==> config.mk <==
export PLATFORM = sky130hd
export DESIGN_NAME = fwd_mux_pipe
export DESIGN_NICKNAME = d
export VERILOG_FILES = /design/src/rtl/fwd_mux_pipe.sv
export SDC_FILE = /design/constraint.sdc
export NUM_CORES = 1
export LEC_CHECK = 0
export ABC_AREA = 1
export BUFFER_PORTS_ARGS = -buffer_cell sky130_fd_sc_hd__buf_2
export CELL_PAD_IN_SITES_DETAIL_PLACEMENT = 2
export CELL_PAD_IN_SITES_GLOBAL_PLACEMENT = 2
export CORE_MARGIN = 2
export CORE_UTILIZATION = 24
export DETAILED_ROUTE_END_ITERATION = 10
export PLACE_DENSITY_LB_ADDON = 0.1
export SYNTH_ARGS = -nofsm -noshare
export SYNTH_HDL_FRONTEND = slang
export SYNTH_SLANG_ARGS = --single-unit
export TNS_END_PERCENT = 20
==> constraint.sdc <==
create_clock -name clk_i -period 1.7 [get_ports clk_i]
set_input_delay 0.34 -clock clk_i [delete_from_list [all_inputs] [get_ports clk_i]]
set_output_delay 0.34 -clock clk_i [all_outputs]
set_load 0.01 [all_outputs]
==> src/rtl/fwd_mux_pipe.sv <==
// N:1 channel mux feeding a two-entry (output + skid) valid/ready pipeline stage.
// Out-of-range selects reuse the last legal value and raise a sticky error flag.
module fwd_mux_pipe #(
   parameter int WIDTH  = 32,
   parameter int NUM_IN = 4,
   localparam int SEL_W = (NUM_IN > 1) ? $clog2(NUM_IN) : 1
) (
   input  logic                    clk_i,
   input  logic                    rst_i,
   input  logic [NUM_IN*WIDTH-1:0] data_i,
   input  logic [SEL_W-1:0]        select_i,
   input  logic                    valid_i,
   output logic                    ready_o,
   output logic [WIDTH-1:0]        data_o,
   output logic                    valid_o,
   input  logic                    ready_i,
   output logic                    err_o,
   input  logic                    clr_err_i
);

   logic             out_valid_q, out_valid_d;
   logic [WIDTH-1:0] out_data_q, out_data_d;
   logic             skid_valid_q, skid_valid_d;
   logic [WIDTH-1:0] skid_data_q, skid_data_d;
   logic [WIDTH-1:0] last_legal_q, last_legal_d;
   logic             err_q, err_d;

   logic             in_xfer_s;
   logic             out_xfer_s;
   logic             sel_legal_s;
   logic [WIDTH-1:0] sel_data_s;
   logic [WIDTH-1:0] cap_data_s;

   // ready_o is a pure function of the skid valid register, so it never sees ready_i
   assign in_xfer_s  = valid_i & ~skid_valid_q;
   assign out_xfer_s = out_valid_q & ready_i;

   // Channel mux and legality of the requested select
   always_comb begin
      sel_data_s  = {WIDTH{1'b0}};
      sel_legal_s = (int'(select_i) < NUM_IN);
      for (int k = 0; k < NUM_IN; k++) begin
         if (int'(select_i) == k) begin
            sel_data_s = data_i[k*WIDTH +: WIDTH];
         end else begin
            sel_data_s = sel_data_s;
         end
      end
      if (sel_legal_s) begin
         cap_data_s = sel_data_s;
      end else begin
         cap_data_s = last_legal_q;
      end
   end

   // Next-state for OUT/SKID entries, last-legal value and sticky error
   always_comb begin
      out_valid_d  = out_valid_q;
      out_data_d   = out_data_q;
      skid_valid_d = skid_valid_q;
      skid_data_d  = skid_data_q;
      last_legal_d = last_legal_q;
      err_d        = err_q;

      // SKID drains into OUT first; no input can arrive then since ready_o is low
      if (out_xfer_s && skid_valid_q) begin
         out_valid_d  = 1'b1;
         out_data_d   = skid_data_q;
         skid_valid_d = 1'b0;
      end else if (in_xfer_s) begin
         if (!out_valid_q || out_xfer_s) begin
            out_valid_d = 1'b1;
            out_data_d  = cap_data_s;
         end else begin
            skid_valid_d = 1'b1;
            skid_data_d  = cap_data_s;
         end
      end else if (out_xfer_s) begin
         out_valid_d = 1'b0;
      end else begin
         out_valid_d = out_valid_q;
      end

      if (in_xfer_s && sel_legal_s) begin
         last_legal_d = sel_data_s;
      end else begin
         last_legal_d = last_legal_q;
      end

      // A new illegal capture wins over a simultaneous clear
      if (in_xfer_s && !sel_legal_s) begin
         err_d = 1'b1;
      end else if (clr_err_i) begin
         err_d = 1'b0;
      end else begin
         err_d = err_q;
      end
   end

   // State registers with asynchronous active-low reset
   always_ff @(posedge clk_i or negedge rst_i) begin
      if (!rst_i) begin
         out_valid_q  <= 1'b0;
         out_data_q   <= {WIDTH{1'b0}};
         skid_valid_q <= 1'b0;
         skid_data_q  <= {WIDTH{1'b0}};
         last_legal_q <= {WIDTH{1'b0}};
         err_q        <= 1'b0;
      end else begin
         out_valid_q  <= out_valid_d;
         out_data_q   <= out_data_d;
         skid_valid_q <= skid_valid_d;
         skid_data_q  <= skid_data_d;
         last_legal_q <= last_legal_d;
         err_q        <= err_d;
      end
   end

   assign ready_o = ~skid_valid_q;
   assign data_o  = out_data_q;
   assign valid_o = out_valid_q;
   assign err_o   = err_q;

endmodule

==> impl_metrics.py, run 1 <==
metrics = {
    "clock_network": {
        "cts_setup_buffers": 0,
        "clk_latency_ps": 340,
        "clock_sinks": 66,
        "htreeDepth": 3,
        "cts_hold_buffers": 0,
        "root_buffer": "clkbuf_16",
        "cts_tree": "done",
        "clk_pin_slew_ps": 70,
        "cts.repair.resized": 0,
        "cts_made_buffers": 9,
        "clk_path_buf_depth": 2,
    },
    "yosys": {
        "syn_area_sq_mm": 0.00384,
        "synth_nets": 708,
        "synth_edf_count": 0,
        "avgSynthCellArea_sq_um": 6.69,
        "yosysMostFrequentCell": "nand2_1",
        "synthArstFlopShare": 1.00,
        "ys_seq_elements": 66,
        "netlist.top_cell.by_area": "dfrtp_1",
        "synth_top_area_share": 0.431,
        "seq_area_frac_synth": 0.431,
        "synth_area_leaders": "dfrtp_1 43%, nand2_1 22%, nand3_1 8.5%",
        "ys_types": 18,
        "synth_top_cells_by_count": "228 x nand2_1, 66 x dfrtp_1, 66 x nor2_1, 65 x nand3_1, 43 x o21ai_1",
        "synth_ff_type": "dfrtp_1",
        "ys_warn_count": 0,
        "netlist_instances": 573,
    },
    "place": {
        "dp_worst_setup_slack_ps": 124,
        "routabilityCongestion": 0.835,
        "placed_area_sq_mm": 0.00495,
        "port_buffers": 167,
        "hpwl_mm": 12.0,
    },
    "layout": {
        "drive_gt1_frac": 0.281,
        "final_area_sq_mm": 0.00527,
        "diodes": 0,
        "multi_input_area_sq_mm": 0.00199,
        "seq_area_sq_mm": 0.00165,
        "fillCellCount": 1966,
        "finish.net_count": 859,
        "final_util": 0.334,
        "syn_to_final_growth_pct": 37.3,
    },
    "run": {
        "cap_violations": 0,
    },
    "floorplanning": {
        "rows": 46,
        "die_x_um": 130,
        "core_sq_mm": 0.0158,
        "io_pins": 170,
        "floorplan.initialDensity": 0.243,
        "die_y_um": 130,
        "die_area_sq_mm": 0.0170,
    },
    "grt": {
        "antenna_found_initial": 1,
        "grt-busiest-layer": "met2",
        "met3_usage": 0.0456,
        "grt_max_degree": 67,
        "grt_pass1_vias": 4804,
        "use_met2": 0.345,
        "grt_pass1_wl_mm": 25.3,
        "gr-usage-met1": 0.239,
        "grt_usage": 0.195,
        "overflow": 0,
    },
    "detailed_routing": {
        "drt_wl_total_mm": 15.8,
        "drtIter0Drc": 176,
        "via_per_inst": 4.58,
        "first_pass_iters": 4,
        "drc_errors": 0,
        "vias": 4330,
        "ant_nets": 0,
        "wire_per_inst_um": 16.7,
    },
    "timing": {
        "finClkSkew_ps": 11.1,
        "setup_viol": 0,
        "slew_violations": 0,
        "period_needed_ps": 1510,
        "tns_ps": 0,
        "fin_ws_ps": 193,
        "max_freq_ghz": 0.663,
        "finalCritPeriodShare": 0.887,
        "grt_setup_unrepaired": "no",
        "finalHoldViolations": 0,
    },
    "worst_hold_path": {
        "hold_path.class": "in2async",
    },
    "setup_path": {
        "cp.required_ps": 1930,
        "critPathKind": "reg2reg",
        "crit_path_end_kind": "register",
        "worstPathArrival_ps": 1730,
        "critPathLaunchType": "register",
        "crit_fanout": 65,
    },
    "pwr": {
        "leakage_nw": 2.89,
        "power_per_cell_area_mw_per_mm2": 1420,
        "max-vdd-ir-drop_mv": 0.644,
    },
    "status": {
        "status": "finished clean",
    },
}
==> cell families after synthesis <==
group	count (synthesis)	share of synthesized area
AOI/OAI and AO/OA	66	0.0861
buffers and inverters	47	0.0545
DFF	66	0.431
other	1	0.000978
and+or+nand+nor	393	0.428
==> critical path: stages (launching register included) <==
cell and delay, ps:
dfrtp_1 410, nand2_1 160, nor2_1 90, a21oi_4 140, buf_12 300, nor2_1 80, nand2_1 140, nand2_1 70
==> cell usage in the layout, fill, tap and decap left out, drive strengths merged <==
| cell | instances |
|---|---|
| nand2 | 229 |
| buf | 181 |
| nor2 | 67 |
| dfrtp | 66 |
| nand3 | 65 |
| o21ai | 65 |
| or2 | 32 |
| clkbuf | 10 |
| inv | 8 |
| clkinv | 2 |
| a21oi | 1 |
| conb | 1 |
| bufinv | 1 |
| clkinvlp | 1 |
==> registers in the layout, indices dropped and copies added (netlist names) <==
register,flops
valid_o,1
skid_valid_q,1
data_o,32
skid_data_q,32
==> report_power, final <==
group / total (mW) / switching, mW / internal (mW)
clock: 1.95 / 0.756 / 1.19
sequential: 2.72 / 0.415 / 2.30
combinational: 2.84 / 1.76 / 1.08
total: 7.50 / 2.93 / 4.57
==> layout make-up <==
cell class / instances / share of cell area
Clock buffer: 10 / 0.0454
Clock inverter: 6 / 0.0138
Inverter: 6 / 0.00428
Multi-Input combinational cell: 460 / 0.379
Sequential cell: 66 / 0.314
Tap cell: 216 / 0.0513
Timing Repair Buffer: 181 / 0.193
==> per-layer routing <==
layer | up-vias | wire length, um
li1 | 2115 | -
met1 | 2078 | 6940
met2 | 113 | 7810
met3 | 22 | 717
met4 | 2 | 276
met5 | - | 11
==> per-stage QoR <==
step,power (mW),hold slack [ps],std cells
after detailed placement,5.64,395,929
final,7.50,18.6,945
after global placement,5.47,390,929
after CTS,7.66,33.1,945
after global routing,8.19,35.8,945
after floorplan,4.38,44.4,573
==> path summary, 6_finish.rpt <==
check / start / end / slack (ps) / cells after the start
max in group asynchronous: rst_i / data_o[13] / 1370 / 2
worst max register to register: valid_o / data_o[7] / 190 / 7
worst min-delay path: rst_i / data_o[26] / 20 / 2
min in group clk_i: ready_i / valid_o / 370 / 4
worst max-delay path: valid_o / data_o[7] / 190 / 7
worst min register to register: data_o[0] / data_o[0] / 470 / 2
Note: power is estimated with default switching activity, not from simulation.
==> run 2, diff against run 1 <==
--- a/config.mk
+++ b/config.mk
@@ -12,7 +12,9 @@
 export CORE_MARGIN = 2
 export CORE_UTILIZATION = 24
 export DETAILED_ROUTE_END_ITERATION = 10
+export GPL_TIMING_DRIVEN = 0
 export PLACE_DENSITY_LB_ADDON = 0.1
+export RECOVER_POWER = 100
 export SYNTH_ARGS = -nofsm -noshare
 export SYNTH_HDL_FRONTEND = slang
 export SYNTH_SLANG_ARGS = --single-unit
==> run 2 against run 1 <==
- the flow now finishes with violations (max-capacitance violations, max-slew violations)
- largest power group unchanged
- via count increased by 5.1%
- sequential power about the same
- wire length increased by 7.9%
- clock skew decreased by 0.67 ps
- cell area about the same
- non-clock buffer count increased by 27
- critical path type unchanged
- die area unchanged
- setup slack improved by 7.9 ps
==> impl_metrics.py, run 2 (synthesis gave the netlist of run 1 again) <==
metrics = {
    "status": {
        "failed_checks": "max-capacitance violations, max-slew violations",
        "status": "complete, but fails checks",
    },
    "setup_path": {
        "critPathKind": "reg2reg",
        "worstPathArrival_ps": 1780,
        "cpMaxStageDelayCell": "dfrtp_1",
        "critPathMaxStageDelay_ps": 400,
        "r2r_slack_ps": 200,
        "worstSetupPathDepth": 8,
        "path_cells": "nand2_1 > inv_2 > nand2_2 > buf_2 > nor2_1 > nor2_1 > nand2_1 > nand2_1",
        "crit_fanout": 10,
        "rr_worst_depth": 8,
        "crit_path_end_kind": "register",
        "critPathLaunchType": "register",
        "cp.required_ps": 1980,
        "critPathBufInv": 2,
        "crit_family": "simple AND/OR/NAND/NOR gates",
        "cpMostUsedCell": "nand2_1",
    },
    "floorplanning": {
        "core_sq_mm": 0.0158,
        "floorplan.initialDensity": 0.243,
        "rows": 46,
        "die_y_um": 130,
        "die_area_sq_mm": 0.0170,
        "io_pins": 170,
        "die_x_um": 130,
    },
    "worst_hold_path": {
        "hold_path.class": "in2reg",
        "worstHoldPathCells": 4,
    },
    "timing": {
        "setup_viol": 0,
        "fin_ws_ps": 200,
        "max_freq_ghz": 0.667,
        "finClkSkew_ps": 10.5,
        "slew_violations": 67,
        "finalCritPeriodShare": 0.882,
        "tns_ps": 0,
        "grt_setup_unrepaired": "no",
        "slew_headroom": -0.0451,
        "finalHoldViolations": 0,
        "period_needed_ps": 1500,
        "worst_slew_pin_slew_ps": 1570,
    },
    "detailed_routing": {
        "vias": 4552,
        "via_per_inst": 4.67,
        "first_pass_iters": 6,
        "drt_wl_total_mm": 17.0,
        "drtIter0Drc": 126,
        "ant_nets": 0,
        "drc_errors": 0,
        "wire_per_inst_um": 17.4,
    },
    "place": {
        "hpwl_mm": 13.5,
        "dp_worst_setup_slack_ps": -123,
        "placed_cells": 955,
        "placed_area_sq_mm": 0.00494,
        "routabilityCongestion": 0.821,
        "port_buffers": 166,
    },
    "clock_network": {
        "clk_pin_slew_ps": 60,
        "cts_made_buffers": 9,
        "htreeDepth": 3,
        "root_buffer": "clkbuf_16",
        "clock_sinks": 66,
        "cts_tree": "done",
        "clk_latency_ps": 350,
        "clk_path_buf_depth": 2,
    },
    "layout": {
        "final_area_sq_mm": 0.00526,
        "finish.net_count": 886,
        "final_cell_mix": "227 x nand2_1, 149 x buf_2, 66 x nor2_1, 66 x dfrtp_1, 65 x nand3_1",
        "syn_to_final_growth_pct": 37.2,
        "final_common_cell": "nand2_1",
        "instances_no_fill": 974,
        "drive_gt1_frac": 0.246,
    },
    "run": {
        "cap_violations": 1,
    },
    "pwr": {
        "power_per_cell_area_mw_per_mm2": 1450,
        "power_mw": 7.61,
        "leakage_nw": 2.82,
        "max-vdd-ir-drop_mv": 0.571,
    },
    "grt": {
        "overflow": 0,
        "antenna_found_initial": 3,
        "grt_pass1_vias": 4885,
        "grt_usage": 0.208,
        "grt_pass1_wl_mm": 26.7,
        "grt_max_degree": 67,
    },
}
[run 2: repair_timing]
action / in CTS / in global routing
hold buffers: 0 / 0
gates resized for setup: 5 / 8
endpoints found under the setup margin: 20 / 53
setup buffers: 0 / 1
[run 2: final timing paths]
kind / startpoint / endpoint
setup / recovery: valid_o / data_o[7]
min in group asynchronous: rst_i / data_o[27]
hold reg to reg: data_o[26] / data_o[26]
setup reg to reg: valid_o / data_o[7]
hold / removal: ready_i / valid_o
max in group asynchronous: rst_i / data_o[15]
[run 2: tightest hold or removal path, cell delays in order]
cell,delay [ps]
buf_2,90
inv_1,40
nand2_1,100
nand2_1,60
[run 2: layout make-up]
| class | instances | area [sq um] |
|---|---|---|
| Fill cell | 1974 | 10500 |
| Multi-Input combinational cell | 460 | 1980 |
| Sequential cell | 66 | 1650 |
| Timing Repair Buffer | 167 | 808 |
| Tap cell | 216 | 270 |
| Clock buffer | 11 | 243 |
| Buffer | 41 | 203 |
| Clock inverter | 5 | 77.6 |
| Inverter | 6 | 22.5 |
| Antenna cell | 2 | 5.00 |
[run 2: where the power goes]
part	internal, mW	switching [mW]
clock	1.32	0.717
sequential	2.30	0.400
combinational	1.02	1.85
[run 2: metal layers]
layer | vias to the layer above | part of all wire | GRT usage
met5 | - | 0.00076 | 0
li1 | 2175 | - | -
met4 | 2 | 0.019 | 0.0620
met3 | 24 | 0.046 | 0.0411
met2 | 122 | 0.50 | 0.369
met1 | 2229 | 0.43 | 0.257
[run 2: stage by stage]
stage | util | hold slack [ps]
3_5_place_dp | 0.313 | 461
4_1_cts | 0.334 | 152
3_3_place_gp | 0.313 | 459
5_1_grt | 0.334 | 342
6_report | 0.334 | 317
2_1_floorplan | - | 44.4
==> run 3, diff against run 2 <==
--- a/config.mk
+++ b/config.mk
@@ -13,7 +13,7 @@
 export CORE_UTILIZATION = 24
 export DETAILED_ROUTE_END_ITERATION = 10
 export GPL_TIMING_DRIVEN = 0
-export PLACE_DENSITY_LB_ADDON = 0.1
+export PLACE_DENSITY_LB_ADDON = 0.15
 export RECOVER_POWER = 100
 export SYNTH_ARGS = -nofsm -noshare
 export SYNTH_HDL_FRONTEND = slang
==> run 3 against run 2 <==
- the run now ends clean
- sequential power is essentially flat
- hold slack better by 5.6 ps
- global-route usage increased by 0.24 points
- total power fell by 0.13%
- via count fell by 1.6%
- clock skew shrank 3.1 ps
- register-to-register slack worse by 60 ps
- critical path depth did not move
- core utilization about the same
- critical path type unchanged
==> impl_metrics.py, run 3 (synthesis gave the netlist of run 1 again) <==
metrics = {
    "clock_network": {
        "clock_sinks": 66,
        "root_buffer": "clkbuf_16",
        "clk_latency_ps": 340,
        "htreeDepth": 3,
        "cts_made_buffers": 9,
        "cts_tree": "done",
        "clk_pin_slew_ps": 60,
        "clk_path_buf_depth": 2,
    },
    "detailed_routing": {
        "drtIter0Drc": 178,
        "ant_nets": 0,
        "first_pass_iters": 4,
        "drt_wl_total_mm": 17.0,
        "drc_errors": 0,
        "via_per_inst": 4.60,
        "wire_per_inst_um": 17.5,
        "vias": 4478,
    },
    "setup_path": {
        "worstSetupPathDepth": 8,
        "crit_fanout": 10,
        "critPathKind": "reg2reg",
        "cpMostUsedCell": "nand2_1",
        "crit_family": "buffers and inverters",
        "cp.required_ps": 1930,
        "path_cells": "nand2_1 > nor2_1 > a21oi_2 > buf_4 > clkbuf_4 > nor2_1 > nand2_1 > nand2_1",
        "critPathMaxStageDelay_ps": 400,
        "r2r_slack_ps": 140,
        "crit_path_end_kind": "register",
        "worstPathArrival_ps": 1790,
        "critPathBufInv": 2,
        "critPathLaunchType": "register",
        "cpMaxStageDelayCell": "dfrtp_1",
        "rr_worst_depth": 8,
    },
    "timing": {
        "grt_setup_unrepaired": "yes",
        "setup_viol": 0,
        "period_needed_ps": 1560,
        "finalHoldViolations": 0,
        "finalCritPeriodShare": 0.918,
        "finClkSkew_ps": 7.38,
        "slew_headroom": 0.367,
        "worst_slew_pin_slew_ps": 950,
        "fin_ws_ps": 139,
        "slew_violations": 0,
        "max_freq_ghz": 0.641,
    },
    "grt": {
        "antenna_found_initial": 1,
        "overflow": 0,
        "grt_max_degree": 66,
        "grt_pass1_wl_mm": 27.0,
        "grt_pass1_vias": 5132,
        "grt_usage": 0.211,
    },
    "worst_hold_path": {
        "hold_path.class": "in2async",
    },
    "layout": {
        "final_common_cell": "nand2_1",
        "final_area_sq_mm": 0.00526,
        "finish.net_count": 887,
        "syn_to_final_growth_pct": 37.0,
        "final_cell_mix": "227 x nand2_1, 149 x buf_2, 66 x nor2_1, 66 x dfrtp_1, 65 x nand3_1",
        "drive_gt1_frac": 0.243,
        "fillCellCount": 1994,
    },
    "place": {
        "routabilityCongestion": 0.839,
        "hpwl_mm": 13.3,
        "port_buffers": 166,
        "placed_area_sq_mm": 0.00497,
        "dp_worst_setup_slack_ps": -148,
    },
    "pwr": {
        "pwr-share-clk": 0.270,
        "switching_share": 0.394,
        "leakage_nw": 2.82,
        "power_per_cell_area_mw_per_mm2": 1450,
        "p_sw_mw": 3.00,
        "p_comb_frac": 0.374,
        "pwr-share-seq": 0.356,
        "power_mw": 7.60,
        "p_int_mw": 4.60,
        "max-vdd-ir-drop_mv": 0.518,
    },
    "floorplanning": {
        "die_x_um": 130,
        "die_area_sq_mm": 0.0170,
        "floorplan.initialDensity": 0.243,
        "core_sq_mm": 0.0158,
        "io_pins": 170,
        "die_y_um": 130,
        "rows": 46,
    },
    "run": {
        "cap_violations": 0,
    },
    "status": {
        "status": "finished clean",
    },
}
-- run 3: changes by cell type in the layout (fill, tap and decap cells not counted), sizes merged --
cell / delta
dlygate4sd3: +1
buf: -1
diode: -1
clkbuf: +1
-- run 3: worst paths after layout --
check                      startpoint    endpoint
max                           valid_o  data_o[29]
min                             rst_i  data_o[29]
max reg2reg                   valid_o  data_o[29]
min reg2reg                data_o[14]  data_o[14]
max in group asynchronous       rst_i   data_o[9]
min in group clk_i            ready_i     valid_o
-- run 3: per-layer routing --
metal / vias to the layer above / GRT usage / part of all wire / routed length (um)
li1: 2173 / - / - / -
met1: 2179 / 0.248 / 0.42 / 7150
met2: 109 / 0.391 / 0.52 / 8900
met3: 17 / 0.0403 / 0.042 / 716
met4: 0 / 0.0588 / 0.014 / 245
met5: - / 0 / 0 / 0
-- run 3: power by group through the flow --
stage | Sequential, mW | Combinational (mW) | Clock, mW
4_1_cts | 2.71 | 3.02 | 2.08
5_1_grt | 2.81 | 3.29 | 2.16
2_1_floorplan | 2.83 | 1.55 | 0
6_report | 2.71 | 2.84 | 2.05
3_5_place_dp | 2.72 | 2.98 | 0
3_3_place_gp | 2.68 | 2.84 | 0
-- run 3: per-stage QoR --
step	util	std cells	hold slack (ps)	setup TNS, ps
6_report	0.333	974	322	0
5_1_grt	0.333	974	330	-11.3
4_1_cts	0.336	973	290	0
3_5_place_dp	0.315	956	141	-2450
3_3_place_gp	0.313	955	462	-10330
2_1_floorplan	-	573	44.4	0
-- run 3: repair_timing --
item	in CTS	in global routing
gates cloned	0	0
buffers inserted	0	0
hold buffers	1	0
endpoints found under the setup margin	32	49
endpoints found under the hold margin	1	0
gates resized for setup	5	7
-- run 3: final cells by class --
type                    instances  area (sq um)  share of cell area
inverters                       6          22.5             0.00429
clock inverters                 5          77.6              0.0148
multi-input cells             460          1980               0.377
clock buffers                  11           243              0.0462
flip-flops and latches         66          1650               0.314
well taps                     216           270              0.0514
plain buffers                  41           201              0.0383
repair buffers                168           805               0.153
diodes                          1          2.50            0.000476
